### src/rtl/alien_sprite_pipeline.sv
`default_nettype none
// ============================================================================
//  Module   : alien_sprite_pipeline
//  Purpose  : Per-pixel alien sprite hit test over N_ALIENS shadowed objects,
//             with a 3-stage pipeline that produces the winning (nearest)
//             sprite's ROM address and frame select.
//  Revision : 1.0 - initial release
// ============================================================================
module alien_sprite_pipeline #(
    parameter int N_ALIENS   = 4,
    parameter int SPRITE_DIM = 32,
    parameter int ADDR_W     = 16
) (
    input  logic                    clk,
    input  logic                    rst_n,
    input  logic                    frame_start_i,
    input  logic                    pix_valid_i,
    input  logic [9:0]              h_cnt_i,
    input  logic [9:0]              v_cnt_i,
    input  logic [N_ALIENS-1:0]     obj_en_i,
    input  logic [N_ALIENS*10-1:0]  obj_x_i,
    input  logic [N_ALIENS*10-1:0]  obj_y_i,
    input  logic [N_ALIENS*10-1:0]  obj_r_i,
    input  logic [N_ALIENS*2-1:0]   obj_deriv_left_i,
    input  logic [N_ALIENS*2-1:0]   obj_deriv_right_i,
    output logic                    out_strobe_o,
    output logic                    valid_o,
    output logic [2:0]              alien_idx_o,
    output logic [1:0]              deriv_select_o,
    output logic [ADDR_W-1:0]       pixel_addr_o
);

    localparam logic [9:0] SPRITE_DIM10 = 10'(SPRITE_DIM);

    // Shadow object table, only ever written on frame_start
    logic [N_ALIENS-1:0]    en_q;
    logic [N_ALIENS*10-1:0] x_q, y_q, r_q;
    logic [N_ALIENS*2-1:0]  dl_q, dr_q;

    // Stage 1: per-channel hit and sprite coordinates
    logic [N_ALIENS-1:0]       s1_hit_d, s1_hit_q;
    logic [N_ALIENS-1:0][9:0]  s1_row_d, s1_row_q;
    logic [N_ALIENS-1:0][9:0]  s1_col_d, s1_col_q;
    logic [N_ALIENS-1:0][9:0]  s1_hw_d,  s1_hw_q;
    logic [N_ALIENS-1:0][9:0]  s1_r_q;
    logic [N_ALIENS-1:0][1:0]  s1_der_d, s1_der_q;

    // Stage 2: per-channel ROM address
    logic [N_ALIENS-1:0]             s2_hit_q;
    logic [N_ALIENS-1:0][ADDR_W-1:0] s2_addr_d, s2_addr_q;
    logic [N_ALIENS-1:0][9:0]        s2_r_q;
    logic [N_ALIENS-1:0][1:0]        s2_der_q;

    // Stage 3: arbitrated result
    logic [2:0]        stb_q;
    logic              valid_d;
    logic [2:0]        idx_d;
    logic [1:0]        der_d;
    logic [ADDR_W-1:0] addr_d;

    // Capture the object table at the start of each frame
    always_ff @(posedge clk or negedge rst_n) begin
        if (!rst_n) begin
            en_q <= '0;
            x_q  <= '0;
            y_q  <= '0;
            r_q  <= '0;
            dl_q <= '0;
            dr_q <= '0;
        end else if (frame_start_i) begin
            en_q <= obj_en_i;
            x_q  <= obj_x_i;
            y_q  <= obj_y_i;
            r_q  <= obj_r_i;
            dl_q <= obj_deriv_left_i;
            dr_q <= obj_deriv_right_i;
        end
    end

    genvar gi;
    generate
        for (gi = 0; gi < N_ALIENS; gi++) begin : g_ch
            logic [9:0]        w_x, w_y, w_r, w_hw, w_dcol;
            logic              w_live, w_vhit, w_right;
            // 12-bit signed keeps y-hw negative and y+hw un-wrapped
            logic signed [11:0] w_v, w_ys, w_hws, w_top, w_bot, w_row;

            assign w_x    = x_q[gi*10 +: 10];
            assign w_y    = y_q[gi*10 +: 10];
            assign w_r    = r_q[gi*10 +: 10];
            assign w_hw   = SPRITE_DIM10 - w_r;
            assign w_live = en_q[gi] && (w_r < SPRITE_DIM10);

            assign w_v    = {2'b00, v_cnt_i};
            assign w_ys   = {2'b00, w_y};
            assign w_hws  = {2'b00, w_hw};
            assign w_top  = w_ys - w_hws;
            assign w_bot  = w_ys + w_hws;
            assign w_vhit = (w_v >= w_top) && (w_v < w_bot);
            assign w_row  = w_v - w_top;

            // Left half is mirrored about the centre column
            assign w_right = (h_cnt_i >= w_x);
            assign w_dcol  = w_right ? (h_cnt_i - w_x) : (w_x - 10'd1 - h_cnt_i);

            assign s1_hit_d[gi] = w_live && w_vhit && (w_dcol < w_hw);
            assign s1_row_d[gi] = w_row[9:0];
            assign s1_col_d[gi] = w_dcol;
            assign s1_hw_d[gi]  = w_hw;
            assign s1_der_d[gi] = w_right ? dr_q[gi*2 +: 2] : dl_q[gi*2 +: 2];

            assign s2_addr_d[gi] = ADDR_W'(({10'd0, s1_row_q[gi]} * {10'd0, s1_hw_q[gi]})
                                           + {10'd0, s1_col_q[gi]});
        end
    endgenerate

    // Stage 1 and stage 2 registers; r travels with the pixel for arbitration
    always_ff @(posedge clk or negedge rst_n) begin
        if (!rst_n) begin
            s1_hit_q  <= '0;
            s1_row_q  <= '0;
            s1_col_q  <= '0;
            s1_hw_q   <= '0;
            s1_r_q    <= '0;
            s1_der_q  <= '0;
            s2_hit_q  <= '0;
            s2_addr_q <= '0;
            s2_r_q    <= '0;
            s2_der_q  <= '0;
        end else begin
            s1_hit_q  <= s1_hit_d;
            s1_row_q  <= s1_row_d;
            s1_col_q  <= s1_col_d;
            s1_hw_q   <= s1_hw_d;
            s1_r_q    <= r_q;
            s1_der_q  <= s1_der_d;
            s2_hit_q  <= s1_hit_q;
            s2_addr_q <= s2_addr_d;
            s2_r_q    <= s1_r_q;
            s2_der_q  <= s1_der_q;
        end
    end

    // Nearest (smallest r) hitting channel wins; ascending scan keeps lowest index on ties
    always_comb begin
        logic       found;
        logic [9:0] best_r;
        found   = 1'b0;
        best_r  = '0;
        valid_d = 1'b0;
        idx_d   = '0;
        der_d   = '0;
        addr_d  = '0;
        for (int i = 0; i < N_ALIENS; i++) begin
            if (s2_hit_q[i] && (!found || (s2_r_q[i] < best_r))) begin
                found  = 1'b1;
                best_r = s2_r_q[i];
                idx_d  = 3'(i);
                der_d  = s2_der_q[i];
                addr_d = s2_addr_q[i];
            end
        end
        if (!(found && stb_q[1])) begin
            idx_d  = '0;
            der_d  = '0;
            addr_d = '0;
        end else begin
            valid_d = 1'b1;
        end
    end

    // Strobe delay line and stage 3 output registers
    always_ff @(posedge clk or negedge rst_n) begin
        if (!rst_n) begin
            stb_q          <= '0;
            valid_o        <= 1'b0;
            alien_idx_o    <= '0;
            deriv_select_o <= '0;
            pixel_addr_o   <= '0;
        end else begin
            stb_q          <= {stb_q[1:0], pix_valid_i};
            valid_o        <= valid_d;
            alien_idx_o    <= idx_d;
            deriv_select_o <= der_d;
            pixel_addr_o   <= addr_d;
        end
    end

    assign out_strobe_o = stb_q[2];

endmodule
`default_nettype wire
### config.mk
export PLATFORM = sky130hd
export DESIGN_NAME = alien_sprite_pipeline
export DESIGN_NICKNAME = d
export VERILOG_FILES = /design/src/rtl/alien_sprite_pipeline.sv
export SDC_FILE = /design/constraint.sdc
export NUM_CORES = 2
export LEC_CHECK = 0
export BUFFER_PORTS_ARGS = -buffer_cell sky130_fd_sc_hd__clkbuf_2
export CORE_AREA = 2 2 251 253
export DETAILED_ROUTE_END_ITERATION = 8
export DIE_AREA = 0 0 253 255
export GPL_ROUTABILITY_DRIVEN = 0
export GPL_TIMING_DRIVEN = 1
export PLACE_DENSITY = 0.78
export SLEW_MARGIN = 20
export SYNTH_ARGS = -nofsm -noshare
export SYNTH_HDL_FRONTEND = slang
export SYNTH_SLANG_ARGS = --single-unit
### constraint.sdc
create_clock -name clk -period 17.49 [get_ports clk]
set_input_delay 2.6235 -clock clk [delete_from_list [all_inputs] [get_ports clk]]
set_output_delay 2.6235 -clock clk [all_outputs]
set_load 0.01 [all_outputs]
== After elaboration in Yosys (flattened, before gate mapping) ==
Cells that the tools add are included.
Word-level totals
  bits in registers: 453
  input port bits: 164
  output and inout bits: 23
  word-level logic and storage cells: 160
Operators by class
  add/subtract/negate cells: 32
  multiply operators: 4
  $lt $le $gt $ge: 23
  muxes and demuxes: 30
  reduce and logical (&&, ||, !) cells: 26
Operators by type and width (number)
  $sub A10 B10 Y10: 12
  $mux W16: 5
  $lt A10 B10 Y1: 7
  $mux W10: 7
  $add A16 B10 Y16: 4
  $mul A10 B10 Y16: 4
  $add A10 B10 Y11: 4
  $ge A11 B11 Y1: 4
  $lt A10 B11 Y1: 4
  $sub A10 B10 Y11: 4
  $ge A10 B10 Y1: 4
  $lt A10 B6 Y1 const B: 4
  $sub A10 B1 Y10 const B: 4
  $sub A6 B10 Y10 const A: 4
  $logic_and A1 B1 Y1: 20
  $mux W2: 9
  $mux W3: 3
  $mux W1: 6
  $logic_not A1 Y1: 3
  $logic_or A1 B1 Y1: 3

== Depth between registers and ports, before layout ==
  depth after elaboration: 15
  gate-level depth with buffers: 35
  gate-level depth less buffers: 27

== Worst setup path after synthesis ==
No wires, ideal clock.
  path kind: register to register
  start: register s2_hit_q[0]
  end: register alien_idx_o[1]
  library setup time: 78 ps
  data arrival time: 6413 ps
  data required time: 17412 ps
  slack: 11000 ps
  stages on the path, launching flop included: 36
  path buffers: 8
  path through: dfrtp_1 > clkbuf_1 > clkbuf_1 > nand2_1 > ha_1 > a211o_1 > a21oi_1 > a2111o_1 > nand3_1 > inv_2 > clkbuf_1 > nor2_1 > a21oi_1 > ha_1 > a21o_1 > a21o_1 > a221o_1 > a211oi_1 > a211oi_1 > buf_4 > buf_2 > buf_2 > nand2_1 > o21ai_0 > ha_1 > a21o_1 > a21oi_1 > nor2b_1 > o21ai_0 > a21oi_1 > nor3_1 > o221a_4 > buf_6 > buf_2 > inv_1 > a21oi_1
On the way
  word-level cells in the longest chain between the ends: 15
Ends and longest elaborated chain
  start: declaration: RTL line 49  | logic [N_ALIENS-1:0] s2_hit_q;
  start signal: assignment: RTL line 137  | s2_hit_q <= s1_hit_q;
  $mux W10 / $mux W1 (equally long branches): RTL line 155  | if (s2_hit_q[i] && (!found || (s2_r_q[i] < best_r))) begin
  $lt A10 B10 Y1 / $logic_not A1 Y1 (equally long branches): RTL line 155
  $logic_or A1 B1 Y1: RTL line 155
  $logic_and A1 B1 Y1: RTL line 155
  $mux W10 / $mux W1 (equally long branches): RTL line 155
  $lt A10 B10 Y1 / $logic_not A1 Y1 (equally long branches): RTL line 155
  $logic_or A1 B1 Y1: RTL line 155
  $logic_and A1 B1 Y1: RTL line 155
  $mux W10 / $mux W1 (equally long branches): RTL line 155
  $lt A10 B10 Y1 / $logic_not A1 Y1 (equally long branches): RTL line 155
  $logic_or A1 B1 Y1: RTL line 155
  $logic_and A1 B1 Y1: RTL line 155
  $mux W1: RTL line 155
  $logic_and A1 B1 Y1: RTL line 163  | if (!(found && stb_q[1])) begin
  $mux W3 *: RTL line 163
  named net idx_d[1]: RTL line 57  | logic [2:0] idx_d;
  end signal: assignment: RTL line 183  | alien_idx_o <= idx_d;
  end: declaration: RTL line 28  | output logic [2:0] alien_idx_o,
The timed path passes the listed nets; every way through them passes the cells marked *.
A chain may end at the register's enable or synchronous reset.

== Final worst setup path ==
  start: register s2_hit_q[0]
  end: register pixel_addr_o[9]
On the way
  word-level cells in the longest chain between the ends: 15
Ends and longest elaborated chain
  $mux W10 / $mux W1 (equally long branches): RTL line 155
  $lt A10 B10 Y1 / $logic_not A1 Y1 (equally long branches): RTL line 155
  $logic_or A1 B1 Y1: RTL line 155
  $logic_and A1 B1 Y1: RTL line 155
  $mux W10 / $mux W1 (equally long branches): RTL line 155
  $lt A10 B10 Y1 / $logic_not A1 Y1 (equally long branches): RTL line 155
  $logic_or A1 B1 Y1: RTL line 155
  $logic_and A1 B1 Y1: RTL line 155
  $mux W10 / $mux W1 (equally long branches): RTL line 155
  $lt A10 B10 Y1 / $logic_not A1 Y1 (equally long branches): RTL line 155
  $logic_or A1 B1 Y1: RTL line 155
  $logic_and A1 B1 Y1: RTL line 155
  $mux W1: RTL line 155
  $logic_and A1 B1 Y1: RTL line 163
  $mux W16 *: RTL line 163
  named net addr_d[9]: RTL line 59  | logic [ADDR_W-1:0] addr_d;
  end signal: assignment: RTL line 185  | pixel_addr_o <= addr_d;
  end: declaration: RTL line 30  | output logic [ADDR_W-1:0] pixel_addr_o
Marked as above.

==> results.ini <==
[status]
status=complete, no violations

[setup_path]
worstPathArrival_ns=8.09
end_kind=flop
worstSetupStartpointType=flop
crit_required_ns=17.97
crit_fanout=38
criticalPathCategory=flop to flop

[sta]
setup_violations=0
clock_skew_ns=0.03010
rsz0062_at_grt=no
worst_pin_slew_ns=0.9664
relSlewSlack=0.3557
finalMaxSlewViolations=0
max_freq_mhz=131.4
finalSetupTns_ns=0
hold_viol=0
period_share=0.4352
fin_crit_ns=7.611

[routing]
avgRoutedWirePerCell_um=19.41
wl_met3_mm=6.888
drt_iter0_markers=2185
wl_met1_mm=38.80
drc=0
dr_total_vias=26577
vias_per_cell=5.663
final_antenna_net_count=0
first_pass_iters=6
top_layer=met4
wl_mm=91.11
dr_wl_met2_mm=41.76

[synthesis]
synth_most_common_cell=inv_1
synth_top_cell_area_share=0.3061
ys_seq_area_frac=0.3061
synth_area_mm2=0.03663
synthDistinctLibCells=73
async_flop_share=1.000
synthCells=3712
ys_ff_latch=448
synth_ff_type=dfrtp_1
synth_largest_area_cell=dfrtp_1
avgSynthCellArea_um2=9.868
synth_nets=4623
synth_edf_count=0
synth_commonest_cells=inv_1, ha_1, dfrtp_1
ys_top_cells_by_area=dfrtp_1, ha_1, fa_1
ys_warn_count=0

[finish]
areaGrowthSynthToFinish_pct=8.690
nNetsFinal=4769
drive_gt1_frac=0.09992

[global_routing]
grt_max_degree=119
grt_pass1_wl_mm=145.2
antenna_found_initial=0
grt.total_usage=0.2910
grt_remaining_overflow=0
grt_pass1_vias=26908

[worst_hold_path]
hp-class=flop to flop

[floorplan]
die_area_mm2=0.06452
start_util=0.5893
io_pins=187
fp.dieH_um=255
die_w_um=253
fp-row-count=92
coreArea_mm2=0.06216

[clock_tree]
clock_latency_ns=0.60
clockRootBuffer=clkbuf_16
cts_sinks=448
clockBufferDepth=3
cts_buffers=49
h-tree-depth=2
hold_buffers=0
cts_tree=done
clk_pin_slew_worst_paths_ns=0.06
cts_setup_buffers=0
ctsResizeCount=0

[run]
max_cap_violations=0

[place]
port_buffers=185
dp.final_hpwl_mm=72.01

## registers in the layout, summed over array words and instances, names as in the netlist
name	flops
s2_addr_q	64
r_q	40
s1_col_q	40
s1_r_q	40
s1_row_q	40
s2_r_q	40
x_q	40
y_q	40
s1_hw_q	36
pixel_addr_o	16
dl_q	8
dr_q	8
s1_der_q	8
s2_der_q	8
en_q	4
s1_hit_q	4
s2_hit_q	4
stb_q	3
alien_idx_o	2
deriv_select_o	2
valid_o	1
## worst max-delay path: stages (launching register included)
cell and delay, ns:
dfrtp_1 0.94, nand2_1 0.18, ha_1 0.35, a211o_1 0.26, a21oi_1 0.21, a2111o_1 0.24, nand3_1 0.46, inv_2 0.65
a21oi_1 0.25, ha_1 0.35, nand4_1 0.14, o311ai_0 0.35, a221o_1 0.25, a211oi_1 0.11, a211oi_4 0.64, o21ai_0 0.17
ha_1 0.32, a21o_1 0.19, a21oi_1 0.16, nor2b_1 0.06, o21ai_0 0.15, a21oi_1 0.08, nor3_1 0.20, o221a_4 0.51
a311o_1 0.19, a21oi_1 0.07
## cell type report
type	instances	area, um^2
multi-input combinational	2596	22890
tap	799	999.7
inverter	570	2140
clock buffer	56	1272
clock inverter	30	295.3
antenna	1	2.502
fill	4909	22350
sequential	448	11210
timing repair buffer	193	1002
## stage by stage
step	worst slack, ns	area, um^2	util	hold WS (ns)	std cells
after CTS	10.15	39810	0.6405	0.3403	4692
after detailed placement	10.19	38240	0.6152	0.3347	4606
after global placement	10.51	38240	0.6152	0.3314	4606
after floorplan	11.00	36630	-	0.3312	3712
after global routing	9.129	39810	0.6405	0.3540	4692
final	9.879	39810	0.6405	0.3394	4693
## final timing paths
kind | cells after the start | end | slack [ns] | from
setup / recovery | 25 | pixel_addr_o[9] | 9.88 | s2_hit_q[0]
hold / removal | 0 | s2_r_q[3] | 0.34 | s1_r_q[3]
setup reg to reg | 25 | pixel_addr_o[9] | 9.88 | s2_hit_q[0]
hold reg to reg | 0 | s2_r_q[3] | 0.34 | s1_r_q[3]
max in group asynchronous | 3 | x_q[16] | 13.12 | rst_n
min in group asynchronous | 1 | y_q[28] | 2.08 | rst_n
## cells in the final DEF, fill, tap and decap left out, types with 5 or more instances in the layout
cell        synthesis  layout
nand4_1            23      23
clkinvlp_4          0       6
nor2b_1            30      30
and3_1              8       8
and2_1            190     190
or3_1               8       8
nand2b_1           25      25
nor2_1            102     102
ha_1              463     463
a21oi_1           182     182
mux2_2             96      96
xnor2_1           189     189
a21boi_0           14      14
nor3b_1             7       7
mux2i_1            14      14
fa_1              284     284
clkbuf_16           0      49
nand2_1           393     393
clkbuf_1           79       5
o21a_1             19      19
nand3_1            49      49
inv_1             569     569
clkinv_2            0      12
o211ai_1            8       8
a211o_1             6       6
xor2_1             47      47
or2_2               7       7
o21ai_0           172     171
nor3_1             35      35
clkbuf_2            0     183
buf_4               4       8
o21bai_1           39      39
a311o_1            19      19
a21o_1             65      65
a211oi_1           19      18
a31oi_1            13      12
a221oi_1            7       7
dfrtp_1           448     448
## per-layer routing
| layer | track usage | vias to the layer above |
|---|---|---|
| met2 | 0.4660 | 964 |
| met3 | 0.04841 | 182 |
| met5 | 0 | - |
| met4 | 0.1156 | 0 |
| met1 | 0.3981 | 13061 |
| li1 | - | 12370 |
## kinds of logic (layout without fill, tap and decap cells)
logic type | after synthesis | count (layout) | synth area share
AOI/OAI and AO/OA | 613 | 613 | 0.1050
DFF | 448 | 448 | 0.3061
buffers and inverters | 668 | 849 | 0.06954
adders and majority gates | 747 | 747 | 0.3134
other | 1 | 2 | 0.0001024
and+or+nand+nor | 889 | 889 | 0.1162
muxes | 110 | 110 | 0.03334
xor gates and xnor gates | 236 | 236 | 0.05643
Power is not shown: default switching activity piles up to over one toggle a cycle in this logic, so the estimate is an artifact.
